===== config.mk =====
export PLATFORM = sky130hd
export DESIGN_NAME = quad_steer_decoder
export DESIGN_NICKNAME = d
export VERILOG_FILES = /design/src/rtl/quad_pkg.sv /design/src/rtl/quad_glitch_filter.sv /design/src/rtl/quad_steer_decoder.sv
export SDC_FILE = /design/constraint.sdc
export NUM_CORES = 1
export LEC_CHECK = 0
export CORE_ASPECT_RATIO = 0.5
export CORE_MARGIN = 3
export CORE_UTILIZATION = 57
export CTS_CLUSTER_DIAMETER = 50
export DETAILED_ROUTE_END_ITERATION = 8
export DONT_BUFFER_PORTS = 1
export PLACE_DENSITY = 0.72
export SLEW_MARGIN = 20
export SYNTH_ARGS = -nofsm -noshare
export SYNTH_HDL_FRONTEND = slang
export SYNTH_SLANG_ARGS = --single-unit

===== constraint.sdc =====
create_clock -name CLK -period 6.6 [get_ports CLK]
set_clock_uncertainty 0.15 [all_clocks]
set_input_delay 1.32 -clock CLK [delete_from_list [all_inputs] [get_ports CLK]]
set_output_delay 1.32 -clock CLK [all_outputs]
set_load 0.02 [all_outputs]

===== src/rtl/quad_pkg.sv =====
// rtl/quad_pkg.sv - shared types, Gray states and transition classifier for the quadrature decoder
package quad_pkg;

  typedef logic [1:0] quad_t;

  localparam quad_t Q00 = 2'b00;
  localparam quad_t Q01 = 2'b01;
  localparam quad_t Q11 = 2'b11;
  localparam quad_t Q10 = 2'b10;

  typedef enum logic {INIT, RUN} dec_state_t;

  typedef struct packed {
    logic valid;
    logic up;
    logic illegal;
  } step_t;

  // Up direction follows 00->01->11->10->00; a two-bit change is a missed edge.
  function automatic step_t quad_step(input quad_t old_q, input quad_t new_q);
    step_t r;
    r = '0;
    case ({old_q, new_q})
      {Q00, Q01}, {Q01, Q11}, {Q11, Q10}, {Q10, Q00}: begin
        r.valid = 1'b1;
        r.up    = 1'b1;
      end
      {Q01, Q00}, {Q11, Q01}, {Q10, Q11}, {Q00, Q10}: r.valid = 1'b1;
      {Q00, Q11}, {Q11, Q00}, {Q01, Q10}, {Q10, Q01}: r.illegal = 1'b1;
      default: r = '0;
    endcase
    return r;
  endfunction

endpackage


===== src/rtl/quad_glitch_filter.sv =====
// rtl/quad_glitch_filter.sv - A/B synchroniser plus stability filter producing the accepted quadrature state
module quad_glitch_filter
  import quad_pkg::*;
#(
  parameter int FILTER_LEN = 4
) (
  input  logic  clk,
  input  logic  reset,
  input  logic  a,
  input  logic  b,
  input  logic  load,
  output quad_t q,
  output quad_t q_prev,
  output logic  q_upd
);

  localparam int CNT_W = $clog2(FILTER_LEN + 1);

  quad_t             s1;
  quad_t             s;
  quad_t             s_d;
  logic [CNT_W-1:0]  cnt;
  logic [CNT_W-1:0]  cnt_next;

  // A fresh value of s counts as its own first stable sample.
  assign cnt_next = (s != s_d) ? CNT_W'(1) : cnt + CNT_W'(1);

  always_ff @(posedge clk) begin
    if (reset) begin
      s1     <= Q00;
      s      <= Q00;
      s_d    <= Q00;
      q      <= Q00;
      q_prev <= Q00;
      cnt    <= '0;
      q_upd  <= 1'b0;
    end else begin
      s1    <= {a, b};
      s     <= s1;
      s_d   <= s;
      q_upd <= 1'b0;
      if (load) begin
        q      <= s;
        q_prev <= s;
        cnt    <= '0;
      end else if (s == q) begin
        cnt <= '0;
      end else if (cnt_next == CNT_W'(FILTER_LEN)) begin
        q_prev <= q;
        q      <= s;
        cnt    <= '0;
        q_upd  <= 1'b1;
      end else begin
        cnt <= cnt_next;
      end
    end
  end

endmodule


===== src/rtl/quad_steer_decoder.sv =====
// rtl/quad_steer_decoder.sv - steering quadrature decoder with wrapping position and read-clear saturating delta
module quad_steer_decoder
  import quad_pkg::*;
#(
  parameter int FILTER_LEN = 4,
  parameter int POS_W      = 8,
  parameter int DELTA_W    = 5,
  parameter int X4         = 1
) (
  input  logic               CLK,
  input  logic               reset,
  input  logic               quad_a,
  input  logic               quad_b,
  input  logic               rd,
  input  logic               err_clr,
  output logic [POS_W-1:0]   position,
  output logic [DELTA_W-1:0] delta,
  output logic               step,
  output logic               dir,
  output logic               err
);

  localparam logic [DELTA_W-1:0] DELTA_MAX = {1'b0, {(DELTA_W-1){1'b1}}};
  localparam logic [DELTA_W-1:0] DELTA_MIN = {1'b1, {(DELTA_W-1){1'b0}}};

  quad_t      q;
  quad_t      q_prev;
  logic       q_upd;
  logic       load;
  logic       init_cnt;
  dec_state_t state;
  step_t      dec;
  logic       counted;
  logic       illegal_seen;

  quad_glitch_filter #(.FILTER_LEN(FILTER_LEN)) u_filter (
    .clk    (CLK),
    .reset  (reset),
    .a      (quad_a),
    .b      (quad_b),
    .load   (load),
    .q      (q),
    .q_prev (q_prev),
    .q_upd  (q_upd)
  );

  always_comb begin
    dec          = quad_step(q_prev, q);
    counted      = (state == RUN) && q_upd && dec.valid && ((X4 != 0) || (q == Q00));
    illegal_seen = (state == RUN) && q_upd && dec.illegal;
  end

  always_ff @(posedge CLK) begin
    if (reset) begin
      state    <= INIT;
      init_cnt <= 1'b0;
      load     <= 1'b0;
      position <= '0;
      delta    <= '0;
      step     <= 1'b0;
      dir      <= 1'b0;
      err      <= 1'b0;
    end else begin
      load <= 1'b0;
      // Give the synchroniser two cycles, then adopt the wheel's resting state silently.
      case (state)
        INIT: begin
          if (init_cnt) begin
            load  <= 1'b1;
            state <= RUN;
          end else begin
            init_cnt <= 1'b1;
          end
        end
        RUN: state <= RUN;
        default: state <= INIT;
      endcase

      step <= counted;
      if (counted) begin
        dir      <= dec.up;
        position <= dec.up ? position + POS_W'(1) : position - POS_W'(1);
      end

      // A read restarts accumulation with this cycle's increment so no step is lost.
      if (rd) begin
        if (counted) delta <= dec.up ? DELTA_W'(1) : {DELTA_W{1'b1}};
        else         delta <= '0;
      end else if (counted) begin
        if (dec.up && (delta != DELTA_MAX))       delta <= delta + DELTA_W'(1);
        else if (!dec.up && (delta != DELTA_MIN)) delta <= delta - DELTA_W'(1);
      end

      if (illegal_seen) err <= 1'b1;
      else if (err_clr) err <= 1'b0;
    end
  end

endmodule


* Word-level counts from Yosys, hierarchy flattened
Index checks and enable logic that the tools add are counted.
W data, S select, Z words.
** Storage, ports and cells
- Register bits :: 33
- Input bits :: 6
- Output and inout port bits :: 16
- Logic and storage cells :: 79
** Cells by class
- Add/sub/neg operators :: 5
- Equal/unequal tests :: 18
- Mux-type cells :: 22
- Bitwise operators :: 1
- Reduce and logical (&&, ||, !) cells :: 18
** Operator list (count)
- $mux W5 :: 6
- $eq A4 B4 Y1 const B :: 6
- $eq A4 B3 Y1 const B :: 3
- $mux W2 :: 6
- $reduce_or A4 Y1 :: 3
- $add A8 B1 Y8 const B :: 1
- $eq A4 B2 Y1 const B :: 2
- $mux W8 :: 1
- $reduce_or A8 Y1 :: 1
- $sub A8 B1 Y8 const B :: 1
- $mux W1 :: 7
- $reduce_bool A2 Y1 :: 3
- $add A5 B1 Y5 const B :: 1
- $logic_and A1 B1 Y1 :: 5
- $ne A5 B4 Y1 const B :: 1
- $ne A5 B5 Y1 const B :: 1
- $sub A5 B1 Y5 const B :: 1
- $eq A4 B1 Y1 const B :: 1
- $reduce_and A2 Y1 :: 2
- $add A3 B1 Y3 const B :: 1
- $eq A3 B3 Y1 const B :: 1
- $mux W3 :: 1
- $reduce_bool A3 Y1 :: 1
- $reduce_or A3 Y1 :: 1
- other kinds (7) :: 7

* Longest topological paths before layout
- Depth after elaboration :: 9
- Gate-level depth with buffers :: 10
- Depth with buffers taken out :: 9

* Hierarchy
From an unflattened synthesis, not the netlist that was laid out.
** Unflattened totals
- Cells, all modules :: 196
- Area total of the unflattened synthesis :: 1820.5 sq um
** By module, submodules not included
- quad_steer_decoder :: times used 1, cells each 142, area each 1241.2 sq um
- quad_glitch_filter :: times used 1, cells each 54, area each 579.3 sq um

* Least setup slack after synthesis
Ideal clock, no wire load.
- Kind :: reg2reg
- From :: reg u_filter.q[1]
- To :: reg position[7]
- Setup time :: 0.117 ns
- Arrival time :: 2.260 ns
- Slack :: 4.073 ns
- Stages on the path, launching flop included :: 10
- Clock period less this slack :: 2.527 ns
- Cells stage by stage :: dfxtp_1 > buf_2 > xnor2_1 > nand2_1 > ha_1 > and2_1 > a221o_1 > o211ai_1 > o2bb2ai_1 > nand2_1
** On the way
- Longest elaborated chain between the ends :: 4
** RTL lines
- start: declaration :: line quad_glitch_filter.sv:12 : output quad_t q,
- start signal: assignment :: line quad_glitch_filter.sv:43 : q <= s;
- start signal: assignment :: line quad_glitch_filter.sv:50 : q <= s;
- $eq A4 B1 Y1, or another cell as far along :: line quad_pkg.sv:23 : case ({old_q, new_q})
- $reduce_or A4 Y1 or $reduce_or A8 Y1 (tied branches)
- $mux W1 :: line quad_pkg.sv:23
- $mux W8 or $logic_and A1 B1 Y1 (tied branches) :: line quad_steer_decoder.sv:82, quad_steer_decoder.sv:49
- end signal: assignment :: line quad_steer_decoder.sv:82 : position <= dec.up ? position + POS_W'(1) : position - POS_W'(1);
- end: declaration :: line quad_steer_decoder.sv:16 : output logic [POS_W-1:0] position,
Several ways; a longest one is shown, not always the timed one.
A chain may end at the register's enable or synchronous reset.

* Worst setup path after layout
- From :: reg u_filter.q[0]
- To :: reg position[7]
The elaborated chain is that of the path after synthesis.

==> impl_metrics.json <==
{
  "clk_latency_ps": 280,
  "ys_top_cells_by_area": "dfxtp_1 36%, ha_1 6.8%, nor2_1 4.5%",
  "async_reset_ff_frac": 0,
  "drv_cap": 0,
  "top_layer_used": "met4",
  "post-cts-setup-buffers": 0,
  "rsz0062_at_grt": "false",
  "worst_setup_path_end_kind": "register",
  "startpoint_type": "register",
  "core_area_sq_um": 2810,
  "fin_area_sq_um": 1960,
  "finalHoldViolCount": 0,
  "synth_nets": 224,
  "grt_pass1_wl_um": 5810,
  "dieArea_sq_um": 3980,
  "die_y_um": 46.1,
  "grt_overflow": 0,
  "grt_usage": 0.193,
  "drtPass1Iterations": 4,
  "status": "finished clean",
  "path_buf_inv": 0,
  "yosysUniqueCellTypes": 47,
  "path_cells": "xor2_1 -> nand2_1 -> ha_1 -> and2_1 -> a221o_1 -> o211ai_1 -> o2bb2ai_1 -> nand2_1",
  "clock_sinks": 33,
  "crit_arrival_ps": 2910,
  "wl_per_cell_um": 14.5,
  "clockBufferDepth": 2,
  "layout_commonest_cell": "dfxtp_1",
  "drc": 0,
  "p_seq_frac": 0.466,
  "cts.hold.buffers_added": 0,
  "ant_nets": 0,
  "fin_crit_ps": 2880,
  "min_period_over_period": 0.436,
  "ir_drop_v": 0.000161,
  "tritoncts": "done",
  "p_sw_w": 0.000111,
  "power_frac_clock": 0.423,
  "switching_share": 0.239,
  "area_delta_synth_final_pct": 6.75,
  "p_leak_nw": 0.786,
  "final_cell_mix": "33 x dfxtp_1, 22 x nor2_1, 15 x nand2_1, 13 x a21oi_1, 12 x inv_1",
  "fillers": 227,
  "fin_util": 0.696,
  "crit_type": "register to register",
  "start_util": 0.652,
  "ys_ff_latch": 33,
  "grt_start_max_net_pins": 36,
  "drv_slew": 0,
  "required_ps": 6630,
  "grt_pass1_vias": 1342,
  "synth_edf_count": 0,
  "power_w": 0.000463,
  "slew-limit-headroom": 0.682,
  "slowest_stage": "dfxtp_1",
  "p_comb_frac": 0.111,
  "yosysTopAreaCell": "dfxtp_1",
  "nets": 223,
  "num_antenna_cells": 0,
  "wl_met2_um": 1480,
  "setup_tns_ps": 0,
  "path_common_cell": "nand2_1",
  "setup_viol": 0,
  "portBuffers": 0,
  "hp-class": "register to register",
  "path_max_fanout": 8,
  "placementRows": 13,
  "dpl.hpwl_um": 2560,
  "critical_path.top_delay_family": "compound AO/OA/AOI/OAI gates",
  "drt-met1-wl_um": 1810,
  "netlist_instances": 206,
  "yosys_warnings": 0,
  "place.gp.congestion": 0.887,
  "final_layout_size_suffix_gt1_frac": 0.0777,
  "place_area_sq_um": 1840,
  "via_per_inst": 5.80,
  "initialDrtViolationCount": 64,
  "io_pins": 22,
  "cts_buffers": 5,
  "clockRootBuffer": "clkbuf_8",
  "avgSynthCellArea_sq_um": 8.90,
  "vias": 1410,
  "worstMarginPinSlew_ps": 473,
  "clk_pin_slew_ps": 70,
  "cts-resized-gates": 0,
  "dr_wl_met3_um": 180,
  "wl_um": 3510,
  "worst_path_largest_cell_delay_ps": 470,
  "p_int_w": 0.000352,
  "power_density_nw_per_um2": 237,
  "cts_max_level": 2,
  "dieWidth_um": 86.2,
  "yosysTopAreaCellShare": 0.360,
  "fmax_mhz": 347,
  "antenna_found_initial": 0,
  "synth_ff_type": "dfxtp_1",
  "synth_seq_area_share": 0.360,
  "syn-cell-area_sq_um": 1830
}
-- final cells by class --
type,instances,area (sq um),share of cell area
multi-input cells,153,1090,0.557
flip-flops and latches,33,661,0.337
clock buffers,7,86.3,0.0441
well taps,37,46.3,0.0236
inverters,12,45.0,0.0230
clock inverters,1,30.0,0.0153
-- power groups by stage --
| stage | registers, W | logic [W] | clock network [W] |
|---|---|---|---|
| floorplan | 0.000218 | 0.0000469 | 0 |
| global placement | 0.000220 | 0.0000495 | 0 |
| detailed placement | 0.000220 | 0.0000507 | 0 |
| CTS | 0.000216 | 0.0000512 | 0.000200 |
| global route | 0.000217 | 0.0000570 | 0.000207 |
| finish | 0.000216 | 0.0000514 | 0.000196 |
-- kinds of logic (layout without fill, tap and decap cells) --
kind of cell / after synthesis / in the layout / synth area share
AND/OR/NAND/NOR: 78 / 78 / 0.218
adder cells (fa/ha/maj): 12 / 12 / 0.0900
flip-flops: 33 / 33 / 0.360
buffers and inverters: 20 / 20 / 0.0457
AO/OA/AOI/OAI: 44 / 44 / 0.179
XOR/XNOR: 16 / 16 / 0.0907
multiplexers: 3 / 3 / 0.0164
-- registers in the layout (all words and copies together) (netlist names), 2 cells and up --
signal           count
delta                5
u_filter.cnt         3
u_filter.q_prev      2
u_filter.s_d         2
u_filter.q           2
u_filter.s1          2
u_filter.s           2
position             8
-- cells in the mapped netlist (4+ instances only) --
library cell  count
ha_1             10
nor3_1            6
o21ai_0           5
o211ai_1          5
nor2_1           22
a21oi_1          13
nand2_1          15
nand3b_1          4
xor2_1            8
dfxtp_1          33
clkbuf_1          4
xnor2_1           6
inv_1            12
nand2b_1          7
nor2b_1           8
-- routing by layer --
layer,vias up,track usage
li1,726,-
met1,653,0.243
met2,25,0.311
met3,6,0.0768
met4,0,0.0621
met5,-,0
-- worst paths after layout --
check | start | to | slack [ps] | depth (start not counted)
setup / recovery | u_filter.q[0] | position[7] | 3720 | 8
hold / removal | u_filter.s1[1] | u_filter.s[1] | 290 | 1
setup reg to reg | u_filter.q[0] | position[7] | 3720 | 8
hold reg to reg | u_filter.s1[1] | u_filter.s[1] | 290 | 1
-- through the flow --
step / std cells / setup slack, ps / hold slack (ps)
detailed placement: 235 / 3730 / 276
finish: 243 / 3720 / 287
CTS: 243 / 3720 / 292
floorplan: 206 / 4070 / 264
global placement: 235 / 3750 / 267
global route: 243 / 3550 / 313
(Power assumes the default switching activity.)
